[src/rtl/ctrl_pkg.sv]
// Shared definitions for the control sequencer of the 8-bit bus CPU:
// opcode encodings, T-state constants, control-word bit layout and the
// per-opcode last execute step used by the early-end build option.
package ctrl_pkg;

  localparam int OPCODE_W_DEF = 4;
  localparam int STEP_W_DEF   = 3;

  // Opcode encodings (IR upper nibble)
  localparam logic [OPCODE_W_DEF-1:0] OP_NOP = 4'b0000;
  localparam logic [OPCODE_W_DEF-1:0] OP_LDA = 4'b0001;
  localparam logic [OPCODE_W_DEF-1:0] OP_ADD = 4'b0010;
  localparam logic [OPCODE_W_DEF-1:0] OP_SUB = 4'b0011;
  localparam logic [OPCODE_W_DEF-1:0] OP_STA = 4'b0100;
  localparam logic [OPCODE_W_DEF-1:0] OP_LDI = 4'b0101;
  localparam logic [OPCODE_W_DEF-1:0] OP_JMP = 4'b0110;
  localparam logic [OPCODE_W_DEF-1:0] OP_JC  = 4'b0111;
  localparam logic [OPCODE_W_DEF-1:0] OP_JZ  = 4'b1000;
  localparam logic [OPCODE_W_DEF-1:0] OP_OUT = 4'b1110;
  localparam logic [OPCODE_W_DEF-1:0] OP_HLT = 4'b1111;

  // T-state values of the step counter
  localparam logic [STEP_W_DEF-1:0] T0 = 3'd0;
  localparam logic [STEP_W_DEF-1:0] T1 = 3'd1;
  localparam logic [STEP_W_DEF-1:0] T2 = 3'd2;
  localparam logic [STEP_W_DEF-1:0] T3 = 3'd3;
  localparam logic [STEP_W_DEF-1:0] T4 = 3'd4;

  // Control-word bit positions
  localparam int CW_PC_OUT     = 0;
  localparam int CW_PC_INC     = 1;
  localparam int CW_PC_LOAD    = 2;
  localparam int CW_MAR_LOAD   = 3;
  localparam int CW_RAM_OUT    = 4;
  localparam int CW_RAM_LOAD   = 5;
  localparam int CW_IR_LOAD    = 6;
  localparam int CW_IR_OUT     = 7;
  localparam int CW_IR_ZEROIZE = 8;
  localparam int CW_A_LOAD     = 9;
  localparam int CW_A_OUT      = 10;
  localparam int CW_B_LOAD     = 11;
  localparam int CW_ALU_OUT    = 12;
  localparam int CW_ALU_SUB    = 13;
  localparam int CW_FLAGS_LOAD = 14;
  localparam int CW_OUT_LOAD   = 15;
  localparam int CW_W          = 16;

  typedef enum logic {
    ST_RUN,
    ST_HALTED
  } seq_state_t;

  // Last step that carries work for an opcode; untaken branches, NOP and
  // undefined opcodes have nothing after the fetch, so they end at T1.
  function automatic logic [STEP_W_DEF-1:0] last_step(
    input logic [OPCODE_W_DEF-1:0] op,
    input logic                    cf,
    input logic                    zf
  );
    case (op)
      OP_LDA, OP_STA:                 last_step = T3;
      OP_ADD, OP_SUB:                 last_step = T4;
      OP_LDI, OP_JMP, OP_OUT, OP_HLT: last_step = T2;
      OP_JC:                          last_step = cf ? T2 : T1;
      OP_JZ:                          last_step = zf ? T2 : T1;
      default:                        last_step = T1;
    endcase
  endfunction

endpackage

[src/rtl/ctrl_microcode_rom.sv]
// Combinational microcode table: {opcode, step, cf, zf} -> control word.
// Only one bus driver (pc_out, ram_out, ir_out, a_out, alu_out) is set per
// entry, and ir_out is always paired with ir_zeroize so only the operand
// nibble reaches the bus.
module ctrl_microcode_rom
  import ctrl_pkg::*;
#(
  parameter int OPCODE_W = OPCODE_W_DEF,
  parameter int STEP_W   = STEP_W_DEF
) (
  input  logic [OPCODE_W-1:0] opcode,
  input  logic [STEP_W-1:0]   step,
  input  logic                cf,
  input  logic                zf,
  output logic [CW_W-1:0]     cw
);

  // Decode the current step: fetch is shared, execute depends on opcode/flags
  always_comb begin
    cw = '0;
    if (step == T0) begin
      cw[CW_PC_OUT]   = 1'b1;
      cw[CW_MAR_LOAD] = 1'b1;
    end else if (step == T1) begin
      cw[CW_RAM_OUT]  = 1'b1;
      cw[CW_IR_LOAD]  = 1'b1;
      cw[CW_PC_INC]   = 1'b1;
    end else begin
      case (opcode)
        OP_LDA: begin
          if (step == T2) begin
            cw[CW_IR_OUT]     = 1'b1;
            cw[CW_IR_ZEROIZE] = 1'b1;
            cw[CW_MAR_LOAD]   = 1'b1;
          end else if (step == T3) begin
            cw[CW_RAM_OUT]    = 1'b1;
            cw[CW_A_LOAD]     = 1'b1;
          end
        end
        OP_ADD, OP_SUB: begin
          if (step == T2) begin
            cw[CW_IR_OUT]     = 1'b1;
            cw[CW_IR_ZEROIZE] = 1'b1;
            cw[CW_MAR_LOAD]   = 1'b1;
          end else if (step == T3) begin
            cw[CW_RAM_OUT]    = 1'b1;
            cw[CW_B_LOAD]     = 1'b1;
          end else if (step == T4) begin
            cw[CW_ALU_OUT]    = 1'b1;
            cw[CW_A_LOAD]     = 1'b1;
            cw[CW_FLAGS_LOAD] = 1'b1;
            cw[CW_ALU_SUB]    = (opcode == OP_SUB);
          end
        end
        OP_STA: begin
          if (step == T2) begin
            cw[CW_IR_OUT]     = 1'b1;
            cw[CW_IR_ZEROIZE] = 1'b1;
            cw[CW_MAR_LOAD]   = 1'b1;
          end else if (step == T3) begin
            cw[CW_A_OUT]      = 1'b1;
            cw[CW_RAM_LOAD]   = 1'b1;
          end
        end
        OP_LDI: begin
          if (step == T2) begin
            cw[CW_IR_OUT]     = 1'b1;
            cw[CW_IR_ZEROIZE] = 1'b1;
            cw[CW_A_LOAD]     = 1'b1;
          end
        end
        OP_JMP, OP_JC, OP_JZ: begin
          if ((step == T2) &&
              ((opcode == OP_JMP) || ((opcode == OP_JC) && cf) ||
               ((opcode == OP_JZ) && zf))) begin
            cw[CW_IR_OUT]     = 1'b1;
            cw[CW_IR_ZEROIZE] = 1'b1;
            cw[CW_PC_LOAD]    = 1'b1;
          end
        end
        OP_OUT: begin
          if (step == T2) begin
            cw[CW_A_OUT]      = 1'b1;
            cw[CW_OUT_LOAD]   = 1'b1;
          end
        end
        default: cw = '0;
      endcase
    end
  end

endmodule

[src/rtl/ctrl_sequencer.sv]
// Microcode sequencer for the 8-bit bus CPU. Holds the T-state counter and
// the RUN/HALTED state, gates the microcode control word with reset, pause
// and halt, and fans it out to the register strobes.
// Build option: define CTRL_EARLY_END_EN to return to T0 right after the
// last step of an instruction that carries work, instead of always T0..T4.
module ctrl_sequencer
  import ctrl_pkg::*;
#(
  parameter int OPCODE_W = 4,
  parameter int STEP_W   = 3
) (
  input  logic                i_clk,
  input  logic                i_rst,
  input  logic [OPCODE_W-1:0] i_opcode,
  input  logic                i_cf,
  input  logic                i_zf,
  input  logic                i_pause,
  output logic [STEP_W-1:0]   o_step,
  output logic                o_halted,
  output logic                o_pc_out,
  output logic                o_pc_inc,
  output logic                o_pc_load,
  output logic                o_mar_load,
  output logic                o_ram_out,
  output logic                o_ram_load,
  output logic                o_ir_load,
  output logic                o_ir_out,
  output logic                o_ir_zeroize,
  output logic                o_a_load,
  output logic                o_a_out,
  output logic                o_b_load,
  output logic                o_alu_out,
  output logic                o_alu_sub,
  output logic                o_flags_load,
  output logic                o_out_load
);

  seq_state_t          state;
  logic [STEP_W-1:0]   step;
  logic [STEP_W-1:0]   end_step;
  logic [CW_W-1:0]     rom_cw;
  logic [CW_W-1:0]     cw;
  logic                strobe_en;

  ctrl_microcode_rom #(
    .OPCODE_W (OPCODE_W),
    .STEP_W   (STEP_W)
  ) u_rom (
    .opcode (i_opcode),
    .step   (step),
    .cf     (i_cf),
    .zf     (i_zf),
    .cw     (rom_cw)
  );

`ifdef CTRL_EARLY_END_EN
  assign end_step = last_step(i_opcode, i_cf, i_zf);
`else
  assign end_step = T4;
`endif

  assign strobe_en = !i_rst && !i_pause && (state == ST_RUN);
  assign cw        = strobe_en ? rom_cw : '0;

  // Step counter and RUN/HALTED state; a halt freezes the step at T2
  always_ff @(posedge i_clk) begin
    if (i_rst) begin
      step  <= T0;
      state <= ST_RUN;
    end else if ((state == ST_RUN) && !i_pause) begin
      if ((step == T2) && (i_opcode == OP_HLT)) begin
        state <= ST_HALTED;
      end else if ((step >= end_step) || (step >= T4)) begin
        step  <= T0;
      end else begin
        step  <= step + 1'b1;
      end
    end
  end

  assign o_step       = step;
  assign o_halted     = (state == ST_HALTED);
  assign o_pc_out     = cw[CW_PC_OUT];
  assign o_pc_inc     = cw[CW_PC_INC];
  assign o_pc_load    = cw[CW_PC_LOAD];
  assign o_mar_load   = cw[CW_MAR_LOAD];
  assign o_ram_out    = cw[CW_RAM_OUT];
  assign o_ram_load   = cw[CW_RAM_LOAD];
  assign o_ir_load    = cw[CW_IR_LOAD];
  assign o_ir_out     = cw[CW_IR_OUT];
  assign o_ir_zeroize = cw[CW_IR_ZEROIZE];
  assign o_a_load     = cw[CW_A_LOAD];
  assign o_a_out      = cw[CW_A_OUT];
  assign o_b_load     = cw[CW_B_LOAD];
  assign o_alu_out    = cw[CW_ALU_OUT];
  assign o_alu_sub    = cw[CW_ALU_SUB];
  assign o_flags_load = cw[CW_FLAGS_LOAD];
  assign o_out_load   = cw[CW_OUT_LOAD];

endmodule
[config.mk]
export PLATFORM = sky130hd
export DESIGN_NAME = ctrl_sequencer
export DESIGN_NICKNAME = d
export VERILOG_FILES = /design/src/rtl/ctrl_pkg.sv /design/src/rtl/ctrl_microcode_rom.sv /design/src/rtl/ctrl_sequencer.sv
export SDC_FILE = /design/constraint.sdc
export NUM_CORES = 1
export LEC_CHECK = 0
export CORE_UTILIZATION = 40
export CTS_CLUSTER_DIAMETER = 120
export DETAILED_ROUTE_END_ITERATION = 6
export GPL_ROUTABILITY_DRIVEN = 0
export PLACE_DENSITY = 0.88
export SYNTH_ARGS = -nofsm -noshare
export SYNTH_HDL_FRONTEND = slang
export SYNTH_HIERARCHICAL = 1
export SYNTH_SLANG_ARGS = --single-unit
[constraint.sdc]
create_clock -name i_clk -period 2.7 [get_ports i_clk]
set_clock_uncertainty 0.1 [all_clocks]
set_input_delay 0.81 -clock i_clk [delete_from_list [all_inputs] [get_ports i_clk]]
set_output_delay 0.81 -clock i_clk [all_outputs]
set_load 0.01 [all_outputs]
==> impl_metrics.csv, run 1 <==
group,metric,value,unit
run_status,status,"finished, violations left",
run_status,violations,"setup timing",
detailed_routing,vias,902,
min_path,hold_path_class,"reg -> reg",
synthesis,ys_seq_area_frac,0.127,
die,io_pins,29,
synthesis,synth_area,631,um^2
timing,fmax,353,MHz
global_routing,grt_usage,0.319,
die,row_count,13,
synthesis,ys_ff_latch,4,
die,fp.dieH,41.7,um
global_routing,grt_pass1_wl,4260,um
die,core,1380,um^2
clock_network,clk_path_buf_depth,2,
clock_network,htree_num_levels,1,
global_routing,grt_pass1_vias,900,
global_routing,antenna_found_initial,0,
synthesis,synth_top_area_share,0.169,
final_layout,n_antenna_cell,0,
setup_path,critical_path_class,"in -> out",
clock_network,clkSlewWorstSetupHoldPaths,0.04,ns
final_layout,final_nets,155,
final_layout,syn_to_final_growth,92.1,%
synthesis,synth_cell_types,34,
synthesis,synth_top_area_cell,"and2_1",
pwr,power_density,240,nW/um^2
placement,io_buffers,28,
timing,setup_viol,3,
timing,tightest_slew,0.393,ns
setup_path,crit_required,1.79,ns
setup_path,cp-end-kind,"output pin",
synthesis,synth_cells,85,
detailed_routing,drt_pass1_iterations,4,
timing,hold_viol_final,0,
timing,grt_setup_unrepaired,"true",
synthesis,ys.flop_type,"dfxtp_1",
pwr,power.leakage,0.562,nW
synthesis,synth_area_leaders,"and2_1, dfxtp_1, ha_1, nor2_1, a311oi_4",
detailed_routing,drt-total-wl,2690,um
timing,slew_headroom,0.738,
placement,dp.cells,141,
synthesis,syn_nets,97,
placement,hpwl,1510,um
die,die_w,41.7,um
die,start_util,0.456,
setup_path,worstPathMaxFanout,7,
synthesis,async_flop_share,0,
timing,fin_crit,2.83,ns
die,dieArea,1740,um^2
run,cap_violations,0,
pwr,power,0.290,mW
final_layout,drive_gt1_frac,0.553,
clock_network,insertion_delay,0.24,ns
synthesis,yosysWarnings,6,
clock_network,cts_made_buffers,3,
clock_network,tritoncts,"built",
final_layout,instances_no_fill,156,
final_layout,n_fill_cell,75,
timing,drv_slew,0,
pwr,ir_drop,0.303,mV
global_routing,grt_overflow,0,
global_routing,grt_max_degree,10,
timing,setup_slack,-0.129,ns
detailed_routing,ant_nets,0,
clock_network,cts_sinks,4,
detailed_routing,vias_per_cell,5.78,
setup_path,startpoint_type,"input pin",
synthesis,synth_edf_count,0,
synthesis,syn_area_per_cell,7.42,um^2
clock_network,cts-root-buf,"clkbuf_4",
setup_path,worstPathArrival,1.92,ns
detailed_routing,drt_iter0_drc,35,
timing,period_share,1.05,
detailed_routing,wl_per_cell,17.3,um
detailed_routing,drt_drc_violations_left,0,
synthesized netlist by cell type, types with 2 or more instances:
library cell	number
a21oi_1	3
and2_1	17
buf_2	2
buf_4	3
dfxtp_1	4
ha_1	3
inv_1	4
nand2_1	7
nand2b_1	4
nand3_1	2
nand4b_1	2
nor2_1	9
nor3_1	4
path summary, 6_finish.rpt:
check | to | slack (ns) | cells past startpoint | start
max | o_ir_out | -0.13 | 6 | i_opcode[3]
min reg2reg | o_halted$_SDFFE_PP0P_ | 0.51 | 2 | o_halted$_SDFFE_PP0P_
min | o_halted$_SDFFE_PP0P_ | 0.51 | 2 | o_halted$_SDFFE_PP0P_
max reg2reg | o_step[0]$_SDFFE_PP0P_ | 0.57 | 6 | o_step[0]$_SDFFE_PP0P_
kinds of logic (layout without fill, tap and decap cells):
logic type | after synthesis | count (layout) | share of synthesized area
xor gates and xnor gates | 1 | 1 | 0.0139
buffers and inverters | 11 | 67 | 0.0992
AOI/OAI and AO/OA | 11 | 11 | 0.155
and+or+nand+nor | 53 | 53 | 0.506
DFF | 4 | 4 | 0.127
muxes | 2 | 2 | 0.0397
adders and majority gates | 3 | 3 | 0.0595
routing by layer:
layer  vias to the layer above  part of all wire  GRT usage
met5                         -                 0          0
met4                         0             0.055      0.194
met3                        24             0.070     0.0565
met2                        68              0.49      0.538
met1                       407              0.39      0.371
li1                        403                 -          -
stage by stage:
step,cell area [um^2],util,worst slack (ns),hold WS (ns),setup TNS (ns)
floorplan,633,-,0.0168,0.428,0
global placement,1030,0.748,-0.840,0.412,-11.11
detailed placement,1030,0.748,-0.899,0.434,-12.02
CTS,1170,0.849,-0.0829,0.496,-0.186
global route,1210,0.876,-0.141,0.563,-0.405
finish,1210,0.876,-0.129,0.505,-0.256
state kept, by name (all words and copies together), names as in the netlist:
signal,cells
o_step,3
o_halted,1
worst max-delay path: stages:
cell and delay (ns):
buf_12 0.11, or4_4 0.54, nand3_2 0.11, a221oi_2 0.05, and2_1 0.16, buf_2 0.14
area by class of cell:
cell class              instances  area, um^2  share of cell area
multi-input cells              70         566               0.467
repair buffers                 60         509               0.420
flip-flops and latches          4        80.1              0.0661
clock buffers                   3        22.5              0.0186
well taps                      15        18.8              0.0155
inverters                       4        15.0              0.0124
power breakdown:
group / internal (mW) / switching, mW / total (mW) / leakage [nW]
registers: 0.0627 / 0.00857 / 0.0713 / 0.0326
logic: 0.0757 / 0.0680 / 0.144 / 0.515
clock network: 0.0498 / 0.0255 / 0.0753 / 0.0138
total: 0.188 / 0.102 / 0.290 / 0.562
layout by cell type (no fill, tap or decap), types with 2 or more instances in the layout:
cell type / netlist / layout
buf_6: 1 / 10
nand4b_1: 2 / 2
inv_1: 4 / 3
nand2b_1: 4 / 3
and2_1: 17 / 13
nor3_1: 4 / 3
dlygate4sd2_1: 0 / 2
nor2_4: 0 / 2
and2_4: 0 / 4
a21oi_1: 3 / 2
buf_2: 2 / 9
clkdlybuf4s15_2: 0 / 5
nand2_1: 7 / 7
nor2_1: 9 / 6
ha_1: 3 / 3
dfxtp_1: 4 / 4
clkbuf_4: 0 / 3
buf_4: 3 / 29
clkdlybuf4s50_1: 0 / 4
repair_timing:
action	4_1_cts	5_1_grt
setup endpoints to repair	16	13
gates cloned	1	0
resized for setup	116	10
buffers inserted	10	1
hold buffers	0	0
pin swaps	6	1
(Power assumes the default switching activity.)
==> inputs of run 2 (changes only) <==
--- a/config.mk
+++ b/config.mk
@@ -8,7 +8,6 @@
 export CORE_UTILIZATION = 40
 export CTS_CLUSTER_DIAMETER = 120
 export DETAILED_ROUTE_END_ITERATION = 6
-export GPL_ROUTABILITY_DRIVEN = 0
 export PLACE_DENSITY = 0.88
 export SYNTH_ARGS = -nofsm -noshare
 export SYNTH_HDL_FRONTEND = slang
==> results of run 2 <==
The final DEF is identical to that of run 1; final timing and power are the same.
==> inputs of run 3 (changes only) <==
--- a/config.mk
+++ b/config.mk
@@ -5,10 +5,12 @@
 export SDC_FILE = /design/constraint.sdc
 export NUM_CORES = 1
 export LEC_CHECK = 0
-export CORE_UTILIZATION = 40
+export ABC_CLOCK_PERIOD_IN_PS = 2700
+export CORE_UTILIZATION = 42
+export CTS_BUF_LIST = sky130_fd_sc_hd__clkbuf_4 sky130_fd_sc_hd__clkbuf_8
 export CTS_CLUSTER_DIAMETER = 120
 export DETAILED_ROUTE_END_ITERATION = 6
-export PLACE_DENSITY = 0.88
+export PLACE_DENSITY = 0.91
 export SYNTH_ARGS = -nofsm -noshare
 export SYNTH_HDL_FRONTEND = slang
 export SYNTH_HIERARCHICAL = 1
==> run 3 against run 2 <==
Compared with the run above: the run still ends with setup timing left; flip-flop and latch count is the same; worst hold slack got worse by 0.0095 ns; power decreased by 0.16%; clock power increased by 2%; final cell count shrank 1.3%; die area fell by 4.5%; fmax is 2.4% higher; sequential share of layout area grew 0.26 points.
==> impl_metrics.csv, run 3 (same netlist as run 1, synthesis figures left out) <==
group,metric,value,unit
global_routing,grt_usage,0.291,
global_routing,gr-usage-met2,0.548,
detailed_routing,ant_nets,0,
detailed_routing,drt_pass1_iterations,4,
setup_path,r2r_slack,0.54,ns
setup_path,crit_buf_inv,2,
global_routing,grt_max_degree,9,
setup_path,r2r_cells,6,
final_layout,largest_reg_flops,3,
final_layout,final_cell_mix,"buf_4, and2_1, buf_2",
timing,setup_slack,-0.0631,ns
timing,slew_headroom,0.731,
clock_network,holdBufCountCts,0,
timing,hold_viol_final,0,
min_path,min_path_cells,2,
clock_network,insertion_delay,0.24,ns
die,row_count,13,
detailed_routing,drt-total-wl,2640,um
die,io_pins,29,
timing,tns,-0.136,ns
final_layout,drive_gt1_frac,0.540,
min_path,min_to,"o_halted$_SDFFE_PP0P_",
die,die_w,40.8,um
final_layout,final_nets,153,
setup_path,critical_path_class,"in -> out",
placement,io_buffers,28,
final_layout,syn_to_final_growth,84.9,%
detailed_routing,drt_drc_violations_left,0,
detailed_routing,drt_iter0_drc,42,
clock_network,htree_num_levels,1,
pwr,power_density,249,nW/um^2
global_routing,grt_pass1_wl,3070,um
setup_path,critPathMaxStageDelay,0.52,ns
global_routing,busiest_layer,"met2",
setup_path,worstPathArrival,1.85,ns
global_routing,grt_pass1_vias,704,
placement,globalplace.congestion,0.769,
setup_path,r2r-end,"o_step[0]$_SDFFE_PP0P_",
final_layout,final_common_cell,"buf_4",
placement,hpwl,1280,um
global_routing,grt_overflow,0,
min_path,hold_path_class,"reg -> reg",
die,start_util,0.467,
setup_path,reg2reg_from,"o_step[0]$_SDFFE_PP0P_",
timing,setup_viol,3,
die,dieArea,1660,um^2
setup_path,path_delay_family,"simple AND/OR/NAND/NOR gates",
clock_network,cts-root-buf,"clkbuf_4",
clock_network,cts_made_buffers,3,
pwr,power.leakage,0.553,nW
timing,fmax,362,MHz
clock_network,cts_sinks,4,
setup_path,cp-end-kind,"output pin",
final_layout,final_cell_area,1170,um^2
pwr,ir_drop,0.323,mV
detailed_routing,vias_per_cell,5.64,
min_path,hp-start,"o_halted$_SDFFE_PP0P_",
setup_path,startpoint_type,"input pin",
run_status,status,"finished, violations left",
setup_path,worstPathMaxFanout,5,
placement,dpl-instance-area,1030,um^2
clock_network,clk_path_buf_depth,2,
timing,grt_setup_unrepaired,"true",
global_routing,use_met1,0.285,
clock_network,clkSlewWorstSetupHoldPaths,0.04,ns
final_layout,n_antenna_cell,0,
detailed_routing,vias,868,
setup_path,crit_required,1.79,ns
timing,drv_slew,0,
run,cap_violations,0,
timing,tightest_slew,0.403,ns
run_status,violations,"setup timing",
setup_path,crit_chain,"buf_8 > or4_4 > nand3_2 > a221oi_2 > and2_1 > buf_2",
global_routing,antenna_found_initial,0,
die,core,1350,um^2
setup_path,cp_slowest_cell,"or4_4",
timing,period_share,1.02,
detailed_routing,wl_per_cell,17.1,um
timing,fin_crit,2.76,ns
global_routing,gr-usage-met3,0.0870,
die,fp.dieH,40.8,um
clock_network,tritoncts,"built",
==> run 3: cell count changes in the layout (fill, tap and decap cells not counted), sizes merged <==
cell,change
clkdlybuf4s15,-3
buf,+1
==> run 3: how the worst max path moves through the flow <==
stage,start,to,slack (ns),cells after the start
floorplan,i_opcode[2],o_ir_zeroize,0.02,6
global placement,i_opcode[3],o_ir_zeroize,-0.80,6
detailed placement,i_opcode[3],o_ir_zeroize,-0.86,6
CTS,i_opcode[2],o_ir_out,-0.07,6
global route,i_opcode[2],o_ir_out,-0.09,6
finish,i_opcode[2],o_ir_out,-0.06,6
==> run 3: metal layers <==
metal,share of wire,vias up
met5,0,-
met4,0.022,0
met3,0.072,11
met2,0.51,50
met1,0.40,406
li1,-,401
==> run 3: final cells by class <==
type / instances / area [um^2]
clock buffer: 3 / 22.5
tap: 15 / 18.8
multi-input combinational: 70 / 557
timing repair buffer: 58 / 473
fill: 69 / 184
inverter: 4 / 15.0
sequential: 4 / 80.1
==> run 3: through the flow <==
step	setup WS [ns]	cells	hold slack [ns]	util	power [mW]
2_1_floorplan	0.0168	85	0.428	-	0.125
3_3_place_gp	-0.804	140	0.409	0.761	0.180
3_5_place_dp	-0.855	140	0.424	0.761	0.183
4_1_cts	-0.0726	154	0.466	0.824	0.269
5_1_grt	-0.0886	154	0.525	0.864	0.304
6_report	-0.0631	154	0.496	0.864	0.290
==> run 3: worst min-delay path: stages, from the launching register on <==
cell and delay, ns:
dfxtp_1 0.39, inv_1 0.10, a21oi_1 0.06
==> run 3: what timing repair did <==
item / CTS / global route
pin swaps: 7 / 7
setup endpoints to repair: 16 / 13
gates resized for setup: 104 / 22
cloned: 1 / 0
buffers inserted: 10 / 0
==> run 3: where the power goes <==
part	internal [mW]	switching, mW
clock	0.0499	0.0270
combinational	0.0758	0.0661
sequential	0.0627	0.00845
